**config.mk**
```make
export PLATFORM = sky130hd
export DESIGN_NAME = shift_rows_flat
export DESIGN_NICKNAME = d
export VERILOG_FILES = /design/src/rtl/shift_rows_if.sv /design/src/rtl/shift_rows.sv /design/src/flat_wrapper.sv
export SDC_FILE = /design/constraint.sdc
export NUM_CORES = 1
export LEC_CHECK = 0
export ABC_AREA = 0
export CAP_MARGIN = 10
export CORE_ASPECT_RATIO = 2
export CORE_MARGIN = 1.5
export CORE_UTILIZATION = 37
export DETAILED_ROUTE_END_ITERATION = 7
export PLACE_DENSITY = 0.77
export SLEW_MARGIN = 25
export SYNTH_ARGS = -nofsm -noshare
export SYNTH_HDL_FRONTEND = slang
export SYNTH_SLANG_ARGS = --single-unit
```
**constraint.sdc**
```tcl
create_clock -name clk -period 4.6 [get_ports clk]
set_clock_uncertainty 0.15 [all_clocks]
set_input_delay 0.92 -clock clk [delete_from_list [all_inputs] [get_ports clk]]
set_output_delay 0.92 -clock clk [all_outputs]
set_load 0.05 [all_outputs]
```
**src/rtl/shift_rows_if.sv**
```systemverilog
// Handshake and data bundle for the AES ShiftRows stage.
// The producer drives a state and its mode; the stage returns the registered result.
interface shift_rows_if;
    localparam int unsigned STATE_W = 128;

    logic               in_valid;
    logic               inv;
    logic [STATE_W-1:0] state_in;
    logic [STATE_W-1:0] state_out;
    logic               out_valid;

    modport master (
        output in_valid,
        output inv,
        output state_in,
        input  state_out,
        input  out_valid
    );

    modport slave (
        input  in_valid,
        input  inv,
        input  state_in,
        output state_out,
        output out_valid
    );
endinterface

```
**src/rtl/shift_rows.sv**
```systemverilog
// AES-128 ShiftRows / InvShiftRows with a one-cycle registered output.
// Byte k sits at row k%4, column k/4; b0 occupies the top byte of the state.
module shift_rows (
    input  logic         clk,
    input  logic         rst,
    shift_rows_if.slave  bus
);
    localparam int unsigned BYTE_W  = 8;
    localparam int unsigned N_ROWS  = 4;
    localparam int unsigned N_COLS  = 4;
    localparam int unsigned STATE_W = BYTE_W * N_ROWS * N_COLS;

    logic [STATE_W-1:0] shifted;
    logic [STATE_W-1:0] state_q;
    logic               valid_q;

    // Row r rotates left by r (forward) or right by r (inverse); row 0 never moves.
    always_comb begin
        shifted = '0;
        for (int unsigned c = 0; c < N_COLS; c++) begin
            for (int unsigned r = 0; r < N_ROWS; r++) begin
                shifted[STATE_W-1-BYTE_W*(N_ROWS*c+r) -: BYTE_W] =
                    bus.inv
                        ? bus.state_in[STATE_W-1-BYTE_W*(N_ROWS*((c+N_COLS-r)%N_COLS)+r) -: BYTE_W]
                        : bus.state_in[STATE_W-1-BYTE_W*(N_ROWS*((c+r)%N_COLS)+r) -: BYTE_W];
            end
        end
    end

    // Result holds between transfers; out_valid pulses for one cycle per transfer.
    always_ff @(posedge clk or posedge rst) begin
        if (rst) begin
            state_q <= '0;
            valid_q <= 1'b0;
        end else begin
            valid_q <= bus.in_valid;
            if (bus.in_valid) begin
                state_q <= shifted;
            end
        end
    end

    assign bus.state_out = state_q;
    assign bus.out_valid = valid_q;
endmodule

```
**src/flat_wrapper.sv**
```systemverilog
// flat-port wrapper written by rule: the top's interface ports become plain ports
module shift_rows_flat 
  (clk, rst, bus_in_valid, bus_inv, bus_state_in, bus_state_out, bus_out_valid);
  shift_rows_if bus_i ();
  input  logic clk;
  input  logic rst;
  input wire logic [$bits(bus_i.in_valid)-1:0] bus_in_valid;
  input wire logic [$bits(bus_i.inv)-1:0] bus_inv;
  input wire logic [$bits(bus_i.state_in)-1:0] bus_state_in;
  output wire logic [$bits(bus_i.state_out)-1:0] bus_state_out;
  output wire logic [$bits(bus_i.out_valid)-1:0] bus_out_valid;
  assign bus_i.in_valid = bus_in_valid;
  assign bus_i.inv = bus_inv;
  assign bus_i.state_in = bus_state_in;
  assign bus_state_out = bus_i.state_out;
  assign bus_out_valid = bus_i.out_valid;
  shift_rows u_core (.clk(clk), .rst(rst), .bus(bus_i));
endmodule
```
### After elaboration in Yosys (flattened, before gate mapping)

Index checks and enable logic that the tools add are counted.

| cells by class | value |
|---|---|
| reductions and logical operators | 0 |
| multiply operators | 0 |
| shift operators | 0 |
| div/mod/pow operators | 0 |
| equal/unequal tests | 0 |
| muxes and demuxes | 8 |
| bitwise operators | 0 |
| magnitude comparators | 0 |
| add/subtract/negate cells | 0 |

Operator list:

| cell | number |
|---|---|
| two-way mux 8 bit | 8 |

| storage, ports and cells | value |
|---|---|
| RAM bits | 0 |
| output and inout port bits | 129 |
| latch bits | 0 |
| bits in read-only memories | 0 |
| memories | 0 |
| flip-flop bits (word level) | 129 |
| word-level logic and storage cells | 10 |

### Depth between registers and ports, before layout

Gate-level depths: netlist of run 1.

| depth | value |
|---|---|
| word-level depth | 1 |
| mapped depth | 4 |

### Worst setup path after synthesis of run 1

Ideal clock, no wire load.

| timing path | value |
|---|---|
| kind | input to register |
| from | in bus_in_valid |
| to | reg u_core.state_q[104] (netlist: u_core.bus.state_out[104]) |
| cell stages on the path | 3 |
| arrival time | 1.527 ns |
| library setup time | 0.125 ns |
| buffers on the path | 2 |
| data required time | 4.325 ns |
| setup slack | 2.798 ns |
| cell sequence | buf_4 -> buf_6 -> mux2_2 |

RTL lines:

| element | RTL line | RTL |
|---|---|---|
| from (decl) | flat_wrapper.sv:7 | `input wire logic [$bits(bus_i.in_valid)-1:0] bus_in_valid;` |
| to (signal assigned) | shift_rows.sv:38 | `state_q <= shifted;` |
| to (decl) | shift_rows.sv:14 | `logic [STATE_W-1:0] state_q;` |

No word-level cell between the ends.

### Worst setup path in the final report of run 1

| timing path | value |
|---|---|
| from | reg u_core.state_q[98] (netlist: u_core.bus.state_out[98]) |
| to | out bus_state_out[98] |

RTL lines:

| element | RTL line | RTL |
|---|---|---|
| to (decl) | flat_wrapper.sv:10 | `output wire logic [$bits(bus_i.state_out)-1:0] bus_state_out;` |

No word-level cell between the ends.

==> results of run 1 <==
[area by class of cell]
cell class	count	area, sq um	area share, %
clock buffers	18	429	4.99
repair buffers	262	2640	30.7
multi-input cells	256	1920	22.3
inverters	1	8.76	0.102
clock inverters	14	133	1.54
well taps	192	240	2.79
flip-flops and latches	129	3230	37.5
[power groups by stage]
stage | clock network [uW] | registers (uW) | logic [uW]
final | 1280 | 1320 | 1010
after global routing | 1360 | 1330 | 1060
after CTS | 1320 | 1320 | 1020
after detailed placement | 0 | 1340 | 1020
after global placement | 0 | 1330 | 1010
after floorplan | 0 | 1740 | 203
[state kept, by name (all words and copies together), names as in the netlist]
name and cells:
u_core.bus.state_out 128, u_core.bus.out_valid 1
[worst min-delay path by stage]
stage                                                      from                                     to  slack, ns  cells after the start
after detailed placement   u_core.bus.state_out[13]$_DFFE_PP0P_   u_core.bus.state_out[13]$_DFFE_PP0P_       0.34                      1
after global placement      u_core.bus.state_out[8]$_DFFE_PP0P_    u_core.bus.state_out[8]$_DFFE_PP0P_       0.34                      1
final                      u_core.bus.state_out[75]$_DFFE_PP0P_   u_core.bus.state_out[75]$_DFFE_PP0P_       0.35                      1
after global routing      u_core.bus.state_out[124]$_DFFE_PP0P_  u_core.bus.state_out[124]$_DFFE_PP0P_       0.38                      1
after CTS                  u_core.bus.state_out[12]$_DFFE_PP0P_   u_core.bus.state_out[12]$_DFFE_PP0P_       0.36                      1
after floorplan            u_core.bus.state_out[38]$_DFFE_PP0P_   u_core.bus.state_out[38]$_DFFE_PP0P_       0.62                      2
[cells in the mapped netlist]
cell / count / share of area, %
dfrtp_1: 129 / 60
a21oi_1: 64 / 5.9
mux2_2: 64 / 13
mux2i_1: 64 / 12
nor2_1: 64 / 4.4
buf_2: 11 / 1.0
buf_6: 6 / 1.3
buf_8: 6 / 1.7
buf_4: 5 / 0.69
inv_1: 1 / 0.069
[metal layers]
metal	share of wire, %	vias to the layer above	GRT usage [%]
met2	54	174	34.3
met3	6.9	31	5.46
met4	3.8	0	9.96
met5	0	-	0
li1	-	1947	-
met1	36	1982	19.2
[cell families after synthesis]
family / Yosys count / synth area share (%)
DFF: 129 / 59.7
muxes: 128 / 25.2
AOI/OAI and AO/OA: 64 / 5.93
and+or+nand+nor: 64 / 4.45
buffers and inverters: 29 / 4.70
[through the flow]
stage | power (uW) | std cells | worst slack (ns) | hold slack (ns) | utilization [%]
6_report | 3610 | 872 | 1.89 | 0.353 | 59.9
4_1_cts | 3660 | 872 | 1.86 | 0.358 | 59.9
2_1_floorplan | 1950 | 414 | 0.0890 | 0.622 | -
3_3_place_gp | 2340 | 840 | 2.08 | 0.340 | 56.0
3_5_place_dp | 2350 | 840 | 2.04 | 0.344 | 56.0
5_1_grt | 3760 | 872 | 1.86 | 0.380 | 59.9
==> qor.yml, run 1 <==
outcome: "finished, final reports clean"
grt_max_degree: 101
grt_usage_pct: 19.1
path_class: "reg -> out"
crit_family: "buffers and inverters"
placedInstanceArea_sq_mm: 0.00804
drv_cap: 0
p_per_area_mw_per_mm2: 420
start_util_pct: 37.7
layout_common_cells: "clkdlybuf4s50_1 (258), dfrtp_1 (129)"
slowest_delay_ns: 0.87
synth.avg_cell_area_sq_um: 13.1
clkPwrFrac_pct: 35.6
antenna_found_initial: 0
cts_hold_buf: 0
cts_root_buffer: "clkbuf_16"
r2r-start: "u_core.bus.state_out[79]$_DFFE_PP0P_"
min_period_over_period_pct: 58.8
critPathLaunch: "u_core.bus.state_out[98]$_DFFE_PP0P_"
cts_resized: 0
cts_tree: "done"
fin_nets: 799
syn_area_sq_mm: 0.00540
internal-power_uw: 2400
pwr-share-seq_pct: 36.4
p_sw_uw: 1220
synth_cell_types: 10
crit_arrival_ns: 1.64
worstSetupPathDepth: 1
pin_count: 261
cp_max_fo: 2
synth-seq-area-share_pct: 59.7
die_h_microns: 174
synth_seq_cells: 129
crit_buf_inv: 1
clock_sinks: 129
drt_pass1_iterations: 4
overflow: 0
cts_buffer_depth: 2
irDropWorstVdd_v: 0.000280
p_sw_share_pct: 33.7
cellLeakagePower_uw: 0.00363
clk_pin_slew_ns: 0.07
dr_total_vias: 4134
timing.fmax_ghz: 0.369
worstSetupEndpoint: "bus_state_out[98]"
diodes: 0
n_fill_cell: 1159
fin_crit_ns: 2.71
synth_fp_nets: 546
synth_warnings: 0
mostFrequentLayoutCell: "clkdlybuf4s50_1"
fp.dieArea_sq_mm: 0.0154
routed_wl_microns: 14400
gp_congestion: 0.801
setup_violations: 0
combPwrFrac_pct: 28.0
rows: 62
core_sq_mm: 0.0144
required_ns: 3.53
clock_latency_ns: 0.40
final_area_sq_mm: 0.00860
r2r_setup_slack_ns: 3.66
cp_slowest_cell: "clkdlybuf4s50_1"
numPortBuffers: 260
detail-route-antenna-nets: 0
cp-end-kind: "output pin"
first_global_vias: 4535
worst_slew_pin_slew_ns: 1.01
syn_inst: 414
tns_ns: 0
die_w_microns: 88.5
cts_buffers: 17
hold_viol: 0
grt_pass1_wl_microns: 22200
cp_cell_sequence: "clkdlybuf4s50_1"
drc: 0
cts_setup_buffers: 0
slew_violations: 0
place_hpwl_microns: 10400
hold_path_class: "reg -> reg"
rsz0062_at_grt: "no"
htree_levels: 4
reg2reg_to: "u_core.bus.state_out[79]$_DFFE_PP0P_"
viasPerCell: 4.74
drt-initial-drc-count: 132
critPathLaunchType: "register"
area_delta_synth_final_pct: 59.2
drive_gt1_share_pct: 14.7
r2r_cells: 1
relSlewSlack_pct: 32.8
drt-wirelength-per-cell_microns: 16.5
Note: power is estimated with default switching activity, not from simulation.
==> inputs of run 2 (changes only) <==
--- a/config.mk
+++ b/config.mk
@@ -9,9 +9,9 @@
 export CAP_MARGIN = 10
 export CORE_ASPECT_RATIO = 2
 export CORE_MARGIN = 1.5
-export CORE_UTILIZATION = 37
+export CORE_UTILIZATION = 40
 export DETAILED_ROUTE_END_ITERATION = 7
-export PLACE_DENSITY = 0.77
+export PLACE_DENSITY = 0.79
 export SLEW_MARGIN = 25
 export SYNTH_ARGS = -nofsm -noshare
 export SYNTH_HDL_FRONTEND = slang
==> constraint.sdc (replaced) <==
create_clock -name clk -period 2.8 [get_ports clk]
set_clock_uncertainty 0.15 [all_clocks]
set_input_delay 0.56 -clock clk [delete_from_list [all_inputs] [get_ports clk]]
set_output_delay 0.56 -clock clk [all_outputs]
set_load 0.05 [all_outputs]
==> qor.yml, run 2 (synthesis results as in run 1) <==
outcome: "complete, but fails checks"
violations: "design-rule violations"
min_period_over_period_pct: 83.0
rows: 59
fin_nets: 805
clock_latency_ns: 0.40
place_worst_setup_slack_ns: 0.885
crit_arrival_ns: 1.61
drv_cap: 0
p_per_area_mw_per_mm2: 704
place_hpwl_microns: 11200
diodes: 0
mostFrequentLayoutCell: "clkdlybuf4s50_1"
gp_congestion: 0.819
area_delta_synth_final_pct: 60.7
fin_crit_ns: 2.32
numPortBuffers: 260
cts_tree: "done"
rsz0062_at_grt: "no"
cp_slowest_cell: "clkdlybuf4s50_1"
required_ns: 2.09
antenna_found_initial: 0
irDropWorstVdd_v: 0.000536
critPathLaunchType: "register"
slew_violations: 0
hold_viol: 0
fin_ws_ns: 0.475
cts_root_buffer: "clkbuf_16"
tns_ns: 0
cp_cell_sequence: "clkdlybuf4s50_1"
grt_usage_pct: 21.6
detail-route-antenna-nets: 0
placedInstanceArea_sq_mm: 0.00807
relSlewSlack_pct: 61.1
drive_gt1_share_pct: 15.6
crit_buf_inv: 1
routed_wl_microns: 14900
hold_slack_ns: 0.314
grt_max_degree: 78
cp_max_fo: 2
cellLeakagePower_uw: 0.00371
cts_buffers: 17
cts_resized: 0
largest_reg_flops: 128
die_w_microns: 85.2
start_util_pct: 41.4
core_sq_mm: 0.0131
drt-wirelength-per-cell_microns: 17.8
final_area_sq_mm: 0.00869
fp.dieArea_sq_mm: 0.0143
viasPerCell: 5.05
hold_path_class: "in -> reg"
crit_family: "buffers and inverters"
setup_violations: 0
clk_pin_slew_ns: 0.06
cts_hold_buf: 0
dr_total_vias: 4231
overflow: 0
drc: 14
htree_levels: 4
cp-end-kind: "output pin"
cts_buffer_depth: 2
clock_sinks: 129
layout_common_cells: "clkdlybuf4s50_1 (258), dfrtp_1 (129)"
drt-initial-drc-count: 114
timing.fmax_ghz: 0.430
first_global_vias: 4574
slowest_delay_ns: 0.83
drt_pass1_iterations: 8
die_h_microns: 167
grt_pass1_wl_microns: 23700
cts_setup_buffers: 0
pin_count: 261
n_fill_cell: 995
path_class: "reg -> out"
worst_slew_pin_slew_ns: 0.582
## run 2: cell types whose count changed in the layout (fill, tap and decap cells not counted)
| cell | delta |
|---|---|
| buf_12 | +3 |
| buf_4 | +3 |
| bufinv_16 | +2 |
| clkinvlp_4 | -2 |
| clkbuf_1 | -1 |
| clkbuf_8 | +1 |
| clkinv_2 | +1 |
| clkinv_4 | -1 |
## run 2: worst paths after layout
path,start,endpoint,slack [ns],cells after the start
setup / recovery,u_core.bus.state_out[103]$_DFFE_PP0P_,bus_state_out[103],0.48,1
hold reg to reg,u_core.bus.state_out[105]$_DFFE_PP0P_,u_core.bus.state_out[105]$_DFFE_PP0P_,0.35,1
min in group asynchronous,rst,u_core.bus.state_out[0]$_DFFE_PP0P_,0.48,3
setup reg to reg,u_core.bus.state_out[125]$_DFFE_PP0P_,u_core.bus.state_out[125]$_DFFE_PP0P_,1.87,1
hold / removal,bus_in_valid,u_core.bus.out_valid$_DFF_PP0_,0.31,1
max in group asynchronous,rst,u_core.bus.state_out[114]$_DFFE_PP0P_,1.64,3
## run 2: power breakdown
| group | switching (uW) | internal (uW) | total [uW] | leakage, uW |
|---|---|---|---|---|
| logic | 1030 | 654 | 1680 | 0.00193 |
| clock network | 837 | 1440 | 2280 | 0.000306 |
| registers | 105 | 2060 | 2160 | 0.00147 |
## run 2: final cells by class
type	instances	area, sq um	area share [%]
Sequential cell	129	3230	37.2
Inverter	1	7.51	0.0864
Tap cell	152	190	2.19
Timing Repair Buffer	268	2720	31.4
Clock buffer	18	439	5.06
Multi-Input combinational cell	256	1920	22.1
Clock inverter	14	175	2.02
## run 2: metal layers
layer  global-route usage (%)  up-vias  share of wire [%]
met5                        0        -                  0
met4                     11.1        0                4.8
met3                     6.26       44                6.4
met2                     38.8      187                 55
met1                     22.2     2026                 34
li1                         -     1974                  -
## run 2: stage by stage
stage,power (uW),util [%],std cells
6_report,6120,66.5,838
5_1_grt,6340,66.5,838
4_1_cts,6190,66.5,838
3_5_place_dp,3880,61.8,806
3_3_place_gp,3850,61.8,806
2_1_floorplan,3200,-,414
==> inputs of run 3 (changes only) <==
--- a/config.mk
+++ b/config.mk
@@ -9,9 +9,9 @@
 export CAP_MARGIN = 10
 export CORE_ASPECT_RATIO = 2
 export CORE_MARGIN = 1.5
-export CORE_UTILIZATION = 40
+export CORE_UTILIZATION = 37
 export DETAILED_ROUTE_END_ITERATION = 7
-export PLACE_DENSITY = 0.79
+export PLACE_DENSITY = 0.77
 export SLEW_MARGIN = 25
 export SYNTH_ARGS = -nofsm -noshare
 export SYNTH_HDL_FRONTEND = slang
==> constraint.sdc (replaced) <==
create_clock -name clk -period 2.05 [get_ports clk]
set_clock_uncertainty 0.15 [all_clocks]
set_input_delay 0.41 -clock clk [delete_from_list [all_inputs] [get_ports clk]]
set_output_delay 0.41 -clock clk [all_outputs]
set_load 0.05 [all_outputs]
==> qor.yml, run 3 (synthesis results as in run 1) <==
timing.fmax_ghz: 0.542
drive_gt1_share_pct: 30.9
min_period_over_period_pct: 89.9
layout_common_cells: "clkdlybuf4s50_1 (129), dfrtp_1 (129), buf_4 (115)"
relSlewSlack_pct: 66.7
drt_pass1_iterations: 4
drv_cap: 0
routed_wl_microns: 14800
r2r_cells: 1
p_per_area_mw_per_mm2: 948
grt_pass1_wl_microns: 22900
internal-power_uw: 5440
cts_tree: "done"
cts_buffers: 17
cts_resized: 22
viasPerCell: 4.80
largest_reg_flops: 128
p_sw_uw: 2570
clock_latency_ns: 0.40
drc: 0
slowest_delay_ns: 0.53
wl_met2_microns: 8440
cts_hold_buf: 0
gp_congestion: 0.801
path_class: "reg -> out"
crit_family: "buffers and inverters"
fin_nets: 811
drt-wirelength-per-cell_microns: 16.8
htree_levels: 4
irDropWorstVdd_v: 0.000752
wl_met3_microns: 868
combPwrFrac_pct: 27.4
hold_viol: 0
slew_violations: 0
pwr-share-seq_pct: 36.9
first_global_vias: 4587
wl_met1_microns: 5020
detail-route-antenna-nets: 0
overflow: 0
cellLeakagePower_uw: 0.00382
numPortBuffers: 260
outcome: "finished, final reports clean"
place_worst_setup_slack_ns: 0.355
cts_buffer_depth: 2
clock_sinks: 129
fp.dieArea_sq_mm: 0.0154
hold_path_class: "in -> async"
place_hpwl_microns: 11400
crit_buf_inv: 1
required_ns: 1.49
diodes: 0
rows: 62
cts_setup_buffers: 0
fin_ws_ns: 0.206
die_h_microns: 174
r2r_setup_slack_ns: 1.11
grt_max_degree: 54
critPathLaunchType: "register"
die_w_microns: 88.5
maxUsedRoutingLayer: "met4"
start_util_pct: 37.7
worst_slew_pin_slew_ns: 0.502
area_delta_synth_final_pct: 56.4
r2r-start: "u_core.bus.state_out[123]$_DFFE_PP0P_"
drt-initial-drc-count: 139
grt_usage_pct: 19.9
setup_violations: 0
core_sq_mm: 0.0144
cp_slowest_cell: "dlygate4sd2_1"
crit_arrival_ns: 1.28
clkPwrFrac_pct: 35.8
reg2reg_to: "u_core.bus.state_out[123]$_DFFE_PP0P_"
p_total_uw: 8010
cp-end-kind: "output pin"
fin_crit_ns: 1.84
cp_max_fo: 2
cts_root_buffer: "clkbuf_16"
antenna_found_initial: 0
cp_cell_sequence: "dlygate4sd2_1"
dr_total_vias: 4232
rsz0062_at_grt: "no"
p_sw_share_pct: 32.1
pin_count: 261
clk_pin_slew_ns: 0.06
run 3: cell count changes in the layout (fill, tap and decap cells not counted), sizes merged:
cell | before | now
buf | 10 | 123
bufinv | 3 | 2
clkbuf | 18 | 24
clkdlybuf4s50 | 258 | 129
clkinv | 6 | 3
clkinvlp | 1 | 2
dlygate4sd2 | 0 | 22
inv | 5 | 0
run 3: per-stage QoR:
step           cell area [sq um]  instances  setup TNS [ns]  hold slack (ns)  utilization, %
3_3_place_gp                7920        852               0            0.337            55.2
2_1_floorplan               5410        414          -13.58            0.291               -
4_1_cts                     8450        882               0            0.154            58.9
6_report                    8450        882               0            0.168            58.9
3_5_place_dp                7920        852               0            0.347            55.2
5_1_grt                     8450        882               0            0.181            58.9
run 3: cell type report:
class	count	area [sq um]
fill	1170	5900
sequential	129	3230
timing repair buffer	274	2500
multi-input combinational	256	1920
clock buffer	24	472
tap	192	240
clock inverter	6	82.6
inverter	1	7.51
run 3: power groups by stage:
stage / combinational, uW / sequential, uW / clock, uW
finish: 2190 / 2950 / 2870
global route: 2300 / 2990 / 3040
CTS: 2220 / 2950 / 2940
detailed placement: 2250 / 3000 / 0
global placement: 2210 / 2980 / 0
floorplan: 455 / 3910 / 0
run 3: worst max-delay path by stage:
stage,slack [ns],from,depth (start not counted),to
after floorplan,-0.11,rst,1,u_core.bus.out_valid$_DFF_PP0_
after global placement,0.36,u_core.bus.state_out[0]$_DFFE_PP0P_,1,bus_state_out[0]
after detailed placement,0.35,u_core.bus.state_out[24]$_DFFE_PP0P_,1,bus_state_out[24]
after CTS,0.18,u_core.bus.state_out[26]$_DFFE_PP0P_,1,bus_state_out[26]
after global routing,0.14,u_core.bus.state_out[52]$_DFFE_PP0P_,1,bus_state_out[52]
final,0.21,u_core.bus.state_out[26]$_DFFE_PP0P_,1,bus_state_out[26]
run 3: layer usage:
layer	global-route usage, %	vias up
met5	0	-
met4	8.98	0
met3	5.56	27
met2	36.8	165
met1	19.7	2057
li1	-	1983
